$ cat src/rtl/ddr_wr_cmd_sched.sv
// rtl/ddr_wr_cmd_sched.sv - write-side DDR command scheduler draining address/data FIFOs into the native write interface
module ddr_wr_cmd_sched #(
    parameter int ADDR_W = 27,
    parameter int DATA_W = 256,
    parameter int BEATS  = 2
) (
    input  logic                  ddr_clk,
    input  logic                  sys_rst,
    input  logic                  phy_init_done_i,
    output logic                  wr_addr_fifo_rd_en,
    input  logic [29:0]           wr_addr_fifo_data_out,
    input  logic                  wr_addr_fifo_valid,
    input  logic                  wr_addr_fifo_empty,
    output logic                  wr_ddr_fifo_rd_en,
    input  logic [DATA_W-1:0]     wr_ddr_fifo_data_out,
    input  logic                  wr_ddr_fifo_valid,
    input  logic [8:0]            wr_ddr_fifo_rd_count,
    output logic                  app_en,
    output logic [2:0]            app_cmd,
    output logic [ADDR_W-1:0]     app_addr,
    input  logic                  app_rdy,
    output logic                  app_wdf_wren,
    output logic [DATA_W-1:0]     app_wdf_data,
    output logic                  app_wdf_end,
    output logic [DATA_W/8-1:0]   app_wdf_mask,
    input  logic                  app_wdf_rdy,
    output logic                  busy_o,
    output logic                  wr_done_o,
    output logic [31:0]           wr_cnt_o,
    output logic                  err_o
);

    localparam logic [2:0] S_IDLE = 3'd0;
    localparam logic [2:0] S_POP  = 3'd1;
    localparam logic [2:0] S_CAP0 = 3'd2;
    localparam logic [2:0] S_CAP1 = 3'd3;
    localparam logic [2:0] S_WDF0 = 3'd4;
    localparam logic [2:0] S_WDF1 = 3'd5;
    localparam logic [2:0] S_CMD  = 3'd6;

    logic [2:0]        state_q, state_d;
    logic [ADDR_W-1:0] addr_q,  addr_d;
    logic [DATA_W-1:0] beat0_q, beat0_d;
    logic [DATA_W-1:0] beat1_q, beat1_d;
    logic [31:0]       cnt_q,   cnt_d;
    logic              err_q,   err_d;
    logic              addr_rd_en;
    logic              data_rd_en;
    logic              start_ok;

    // Address bits above ADDR_W carry no meaning for the controller.
    logic unused_addr_hi;
    assign unused_addr_hi = ^wr_addr_fifo_data_out[29:ADDR_W];

    // Threshold on the data FIFO guarantees both beats exist before the address is popped.
    assign start_ok = phy_init_done_i && !wr_addr_fifo_empty
                      && (wr_ddr_fifo_rd_count >= 9'(BEATS));

    // Next-state and capture logic for the pop/capture/data/command sequence.
    always_comb begin
        state_d    = state_q;
        addr_d     = addr_q;
        beat0_d    = beat0_q;
        beat1_d    = beat1_q;
        cnt_d      = cnt_q;
        err_d      = err_q;
        addr_rd_en = 1'b0;
        data_rd_en = 1'b0;
        case (state_q)
            S_IDLE: begin
                if (start_ok) begin
                    state_d = S_POP;
                end
            end
            S_POP: begin
                addr_rd_en = 1'b1;
                data_rd_en = 1'b1;
                state_d    = S_CAP0;
            end
            S_CAP0: begin
                if (wr_addr_fifo_valid && wr_ddr_fifo_valid) begin
                    addr_d     = wr_addr_fifo_data_out[ADDR_W-1:0];
                    beat0_d    = wr_ddr_fifo_data_out;
                    data_rd_en = 1'b1;
                    state_d    = S_CAP1;
                end else begin
                    err_d   = 1'b1;
                    state_d = S_IDLE;
                end
            end
            S_CAP1: begin
                if (wr_ddr_fifo_valid) begin
                    beat1_d = wr_ddr_fifo_data_out;
                    state_d = S_WDF0;
                end else begin
                    err_d   = 1'b1;
                    state_d = S_IDLE;
                end
            end
            S_WDF0: begin
                if (app_wdf_rdy) begin
                    state_d = S_WDF1;
                end
            end
            S_WDF1: begin
                if (app_wdf_rdy) begin
                    state_d = S_CMD;
                end
            end
            S_CMD: begin
                if (app_rdy) begin
                    cnt_d   = cnt_q + 32'd1;
                    state_d = S_IDLE;
                end
            end
            default: begin
                state_d = S_IDLE;
            end
        endcase
    end

    // State and datapath registers; reset aborts any burst in flight.
    always_ff @(posedge ddr_clk or negedge sys_rst) begin
        if (!sys_rst) begin
            state_q <= S_IDLE;
            addr_q  <= '0;
            beat0_q <= '0;
            beat1_q <= '0;
            cnt_q   <= '0;
            err_q   <= 1'b0;
        end else begin
            state_q <= state_d;
            addr_q  <= addr_d;
            beat0_q <= beat0_d;
            beat1_q <= beat1_d;
            cnt_q   <= cnt_d;
            err_q   <= err_d;
        end
    end

    assign wr_addr_fifo_rd_en = addr_rd_en;
    assign wr_ddr_fifo_rd_en  = data_rd_en;

    assign app_wdf_wren = (state_q == S_WDF0) || (state_q == S_WDF1);
    assign app_wdf_end  = (state_q == S_WDF1);
    assign app_wdf_data = (state_q == S_WDF0) ? beat0_q :
                          (state_q == S_WDF1) ? beat1_q : '0;
    assign app_wdf_mask = '0;

    assign app_en   = (state_q == S_CMD);
    assign app_cmd  = 3'b000;
    assign app_addr = addr_q;

    assign busy_o    = (state_q != S_IDLE);
    assign wr_done_o = (state_q == S_CMD) && app_rdy;
    assign wr_cnt_o  = cnt_q;
    assign err_o     = err_q;

endmodule

$ cat config.mk
export PLATFORM = sky130hd
export DESIGN_NAME = ddr_wr_cmd_sched
export DESIGN_NICKNAME = d
export VERILOG_FILES = /design/src/rtl/ddr_wr_cmd_sched.sv
export SDC_FILE = /design/constraint.sdc
export NUM_CORES = 1
export LEC_CHECK = 0
export CORE_AREA = 2 2 258 260
export CTS_CLUSTER_DIAMETER = 200
export DETAILED_ROUTE_END_ITERATION = 16
export DIE_AREA = 0 0 260 262
export PLACE_DENSITY = 0.67
export SLEW_MARGIN = 30
export SYNTH_ARGS = -nofsm -noshare
export SYNTH_HDL_FRONTEND = slang
export SYNTH_SLANG_ARGS = --single-unit
$ cat constraint.sdc
create_clock -name ddr_clk -period 2.6 [get_ports ddr_clk]
set_clock_uncertainty 0.2 [all_clocks]
set_input_delay 0.39 -clock ddr_clk [delete_from_list [all_inputs] [get_ports ddr_clk]]
set_output_delay 0.39 -clock ddr_clk [all_outputs]
set_load 0.01 [all_outputs]
==> metrics.csv <==
metric;value;unit
die area;0.0681;mm²
CTS sink cnt;575;
routability cong.;0.873;
worst path arrival time;2.20;ns
Worst R2R Start;state_q[0]$_DFFE_PN0P_;
RSZ-0062 raised after global routing;yes;
most common cell in the netlist;dfrtp_1;
dominant cells by area after synthesis;dfrtp_1 (56%), mux2_2 (24%), mux2i_1 (9.9%);
Final period util;107;%
total wire length;74900;µm
final worst slack;-0.191;ns
1st-iter DRT viols;810;
core box area;0.0653;mm²
Mapped Area;0.0258;mm²
wire per inst;21.0;µm
Final ANT Viol Nets;0;
CP Capture Point;app_wdf_data[55];
Filler cells;5487;
DR vias/cell;5.00;
R2R setup slack;0;ns
first-pass GRT wire length;111000;µm
GR Overflow Total;0;
initial antenna violation count;18;
Rel. slew slack;64.3;%
overall power;40.0;mW
largest area contributor in the netlist;dfrtp_1;
DP HPWL;52100;µm
Final Hold Viols;0;
CP max stage delay;0.55;ns
synth warn;0;
Worst path most repeated cell;buf_12;
Leak;16.5;nW
Crit Path Max Fanout;6;
nets;2936;
Final min period;2.79;ns
CTS H-tree lvls;2;
predominant post-synthesis flop cell;dfrtp_1;
Slew Limit Fails;0;
CP delay by family, top;buffers and inverters;
number of global-route vias before repair;19200;
Crit Reg-Reg Endpoint;beat0_q[86]$_DFFE_PN0P_;
Pre-antenna DRT Iters;4;
TritonCTS clock tree;done;
Highest Clock Rate;0.358;GHz
CP Buf/Inv Count;5;
worst vdd ir;716;µV
total number of vias;17800;
TritonCTS buffer count;61;
ys async rst share;100;%
CP cell instances;buf_6 > buf_12 > buf_16 > buf_12 > mux2i_2 > nor2_1 > buf_2;
number of synthesized flops with an enable pin;0;
Tightest Hold Check Type;input pin to async pin;
CP Launch Point;state_q[0]$_DFFE_PN0P_;
Worst Max-Slew Pin Slew;0.535;ns
CP Class;register to output port;
Gate Count Post-Synth;1911;
Clk pin slew, worst setup/hold paths;0.06;ns
Layout area overhead;40.4;%
Root Buffer;clkbuf_16;
Clk Latency, worst-skew pair;0.62;ns
Mean Syn Cell Area;13.5;µm²
Worst Path Required;2.01;ns
gr usage total;21.0;%
Top-Level Pins;661;
WHS;0.0663;ns
starting density of the core;39.5;%
share of cells above drive strength 1;41.2;%
Yosys top cell area share;55.8;%
violated checks;negative setup slack;
R2R depth;10;
Die X;260;µm
Setup Viol. Count Final;148;
maxcap violations;0;
Yosys reg bits;575;
Crit. path cell count;7;
largest net degree at the start of global routing;99;
outcome;complete, but fails checks;
post-synthesis sequential area ratio;55.8;%
critical path's slowest cell;dfrtp_4;
PortBufs;621;
Die Ht;262;µm
drc violations;0;
Pwr Density;1100;mW/mm²
Synth cell types;38;
FP Rows;94;
CTS max path bufs;3;
CP Launch Type;register;
Worst setup EP type;output port;
most common library cells after synthesis;dfrtp_1 (575), mux2_2 (539), nor2_1 (270), mux2i_1 (256), buf_2 (54);
sequential cells by signal, indices dropped and copies added (netlist names):
signal and count:
app_addr 27, beat0_q 256, beat1_q 256, err_o 1, state_q 3, wr_cnt_o 32
where the power goes:
part / switching (mW) / leakage, nW / internal (mW)
logic: 6.59 / 8.34 / 9.13
clock network: 3.63 / 1.03 / 5.38
registers: 2.19 / 7.08 / 13.1
total: 12.4 / 16.5 / 27.6
metal layers:
layer | track usage, % | vias to the layer above | part of all wire (%)
li1 | - | 8029 | -
met1 | 24.5 | 9122 | 38
met2 | 37.5 | 501 | 52
met3 | 4.73 | 147 | 5.8
met4 | 8.41 | 4 | 3.7
met5 | 0 | - | 0.035
cell type report:
class                   instances  area (µm²)  area share (%)
inverters                       7        28.8          0.0795
flip-flops and latches        575       14400            39.7
repair buffers                780        7780            21.5
well taps                     864        1080            2.98
diodes                         16        40.0           0.111
clock buffers                  88        1800            4.97
multi-input cells            1207       10800            29.8
clock inverters                23         285           0.788
kinds of logic (layout without fill, tap and decap cells):
logic type               count (synthesis)  count (layout)  synth area share, %
AO/OA/AOI/OAI                            7               7                0.165
XOR/XNOR                                31              31                 1.05
adder cells (fa/ha/maj)                  1               1               0.0485
buffers and inverters                  163             898                 3.86
flip-flops                             575             575                 55.8
multiplexers                           795             795                 33.5
other                                    1              51               0.0145
AND/OR/NAND/NOR                        338             338                 5.63
per-stage QoR:
stage / cells / setup TNS (ns) / util (%) / cell area, µm² / setup slack, ns
after floorplan: 1945 / 0 / - / 25900 / 0.472
after global routing: 3560 / -33.53 / 55.5 / 36200 / -0.246
final: 3560 / -10.24 / 55.5 / 36200 / -0.191
after CTS: 3513 / -40.36 / 54.7 / 35700 / -0.244
after global placement: 3371 / 0 / 51.4 / 33600 / 0.0436
after detailed placement: 3371 / 0 / 51.4 / 33600 / 0.0163
worst min-delay path by stage:
stage / endpoint / slack (ns) / cells after the start
final: beat1_q[240]$_DFFE_PN0P_ / 0.07 / 2
after global routing: beat1_q[240]$_DFFE_PN0P_ / 0.08 / 2
after CTS: beat1_q[240]$_DFFE_PN0P_ / 0.05 / 2
after detailed placement: beat1_q[240]$_DFFE_PN0P_ / 0.11 / 1
after global placement: beat1_q[240]$_DFFE_PN0P_ / 0.11 / 1
after floorplan: app_addr[0]$_DFFE_PN0P_ / -0.11 / 0
placed cells by master, fill, tap and decap left out, types with 3 or more instances in the layout:
cell type	count
clkbuf_1	12
nor2_1	262
bufinv_16	6
dfrtp_1	574
clkbuf_2	42
buf_2	170
nor3_2	3
nand3_1	9
inv_1	6
mux2i_4	8
clkbuf_8	13
clkdlybuf4s15_2	5
conb_1	35
buf_12	48
buf_8	14
buf_4	75
xor2_1	11
o21ai_0	4
and4_1	3
xnor2_1	20
clkinv_2	11
inv_6	3
buf_6	9
and3_1	3
clkdlybuf4s50_1	357
clkbuf_16	79
dlygate4sd2_1	16
nand2_1	22
nand4_1	6
diode_2	16
mux2i_2	25
nor2_2	7
mux2_2	539
mux2i_1	223
buf_16	25
timing repair:
item	4_1_cts	5_1_grt
setup buffers	16	18
gates resized for setup	868	257
cloned	14	17
hold buffers	1	0
endpoints found under the setup margin	263	509
hold endpoints to repair	285	0
pin swaps	32	30
Power figures use the tool's default switching activity.
==> patch: new RTL, same flow settings <==
Change the parameter `ADDR_W` from 27 to 19.
--- a/src/rtl/ddr_wr_cmd_sched.sv
+++ b/src/rtl/ddr_wr_cmd_sched.sv
@@ -1,5 +1,5 @@
 // rtl/ddr_wr_cmd_sched.sv - write-side DDR command scheduler draining address/data FIFOs into the native write interface
 module ddr_wr_cmd_sched #(
-    parameter int ADDR_W = 27,
+    parameter int ADDR_W = 19,
     parameter int DATA_W = 256,
     parameter int BEATS  = 2
Interface: changed (resized app_addr); port bits go from 661 to 653. No check against the original RTL was run, so the function may have changed too.
==> patch against the unedited design <==
The flow still finishes with violations (negative setup slack). Sequential share of layout area fell by 1.5 points. Synthesized area rose by 2.6%. Count of clock-buffer cells in the layout fell by 1. Total power rose by 6.0%. Routed wire length rose by 3.2%. First-iteration DRC count fell by 2.0%. Critical path depth did not move. Final area rose by 2.4%. Setup slack improved by 0.063 ns. Sequential cell count fell by 8. Clock power rose by 4.2%.
==> patch: results (changes against the unedited design) <==
stage;metric;value;unit;change
status;status;complete, but fails checks;;unchanged
status;violated checks;negative setup slack;;unchanged
placed_design;GP Congestion;0.822;;was 0.873
placed_design;DP Cell Count;3338;;was 3,371
worst_setup_path;r2r worst-path depth;9;;was 10
timing;setup TNS;-3.79;ns;was -10.24 ns
clock_tree;TritonCTS Buffers;60;;was 61
timing;setup ws final;-0.128;ns;was -0.191 ns
detailed_routing;number of DRC markers in iteration 0;794;;was 810
placed_design;Final HPWL DP;51400;um;was 52,100 um
timing;Least-Margin Pin Slew;0.675;ns;was 0.535 ns
placed_design;placed inst area;33900;um2;was 33,600 um2
detailed_routing;final wirelength;77300;um;was 74,900 um
global_route;largest net degree at the start of global routing;67;;was 99
synthesis;Syn Inst Count;1895;;was 1,911
placed_design;port bufs;605;;was 621
synthesis;Synth cell types;39;;was 38
cells_and_area;share of cells above drive strength 1;0.447;;was 0.412
cells_and_area;fill count;5276;;was 5,487
timing;final hold slack;0.159;ns;was 0.0663 ns
timing;# setup viols final;92;;was 148
power_and_ir_drop;Leak Pwr;16.9;nW;was 16.5 nW
synthesis;top area cells in the synthesized netlist;dfrtp_1 (54%), mux2_2 (14%), mux2_4 (11%);;was dfrtp_1 (56%), mux2_2 (24%), mux2i_1 (9.9%)
global_route;first-pass GRT wire length;115000;um;was 111,000 um
power_and_ir_drop;combinational share of power;0.416;;was 0.393
detailed_routing;wire per inst;21.9;um;was 21.0 um
worst_setup_path;R2R Path End;wr_cnt_o[31]$_DFFE_PN0P_;;was beat0_q[86]$_DFFE_PN0P_
synthesis;sequential area share after synthesis;0.536;;was 0.558
power_and_ir_drop;Comb power;17.6;mW;was 15.7 mW
global_route;Total GRT Usage;0.217;;was 0.210
clock_tree;post-CTS resize count;766;;was 868
detailed_routing;Avg Vias per Cell;5.03;;was 5.00
power_and_ir_drop;peak supply drop;0.608;mV;was 0.716 mV
placed_design;Post-Place Setup Slack;0.0349;ns;was 0.0163 ns
-- patch: per-layer routing --
layer | GRT usage | vias to the layer above | wire length [um]
met3 | 0.0577 | 137 | 4950
met2 | 0.384 | 486 | 40300
met5 | 0 | - | 134
met4 | 0.0578 | 20 | 1880
li1 | - | 7964 | -
met1 | 0.260 | 9149 | 30000
-- patch: worst max path at each step --
stage                                          to  slack, ns  cells past startpoint                   start
after global routing             app_wdf_data[40]      -0.23                      7  state_q[0]$_DFFE_PN0P_
after detailed placement  beat0_q[12]$_DFFE_PN0P_       0.03                      7       wr_ddr_fifo_valid
after global placement    beat0_q[17]$_DFFE_PN0P_       0.05                      7       wr_ddr_fifo_valid
final                            app_wdf_data[56]      -0.13                      7  state_q[0]$_DFFE_PN0P_
after CTS                       app_wdf_data[211]      -0.24                      6  state_q[0]$_DFFE_PN0P_
after floorplan                 app_wdf_data[136]       0.70                      6  state_q[0]$_DFFE_PN0P_
-- patch: cell families (layout without fill, tap and decap cells) --
logic type	count (synthesis)	after routing	synth area share
and+or+nand+nor	332	332	0.0541
other	1	43	0.000142
muxes	787	787	0.351
AOI/OAI and AO/OA	11	11	0.00246
buffers and inverters	165	894	0.0451
DFF	567	567	0.536
adders and majority gates	1	1	0.000473
xor gates and xnor gates	31	31	0.0103
-- patch: cell type report --
class | instances | area, um2 | share of cell area
clock inverter | 27 | 402 | 0.0108
timing repair buffer | 774 | 7670 | 0.207
sequential | 567 | 14200 | 0.383
antenna | 8 | 20.0 | 0.000540
tap | 864 | 1080 | 0.0291
clock buffer | 87 | 1790 | 0.0484
multi-input combinational | 1197 | 11900 | 0.321
inverter | 6 | 22.5 | 0.000607
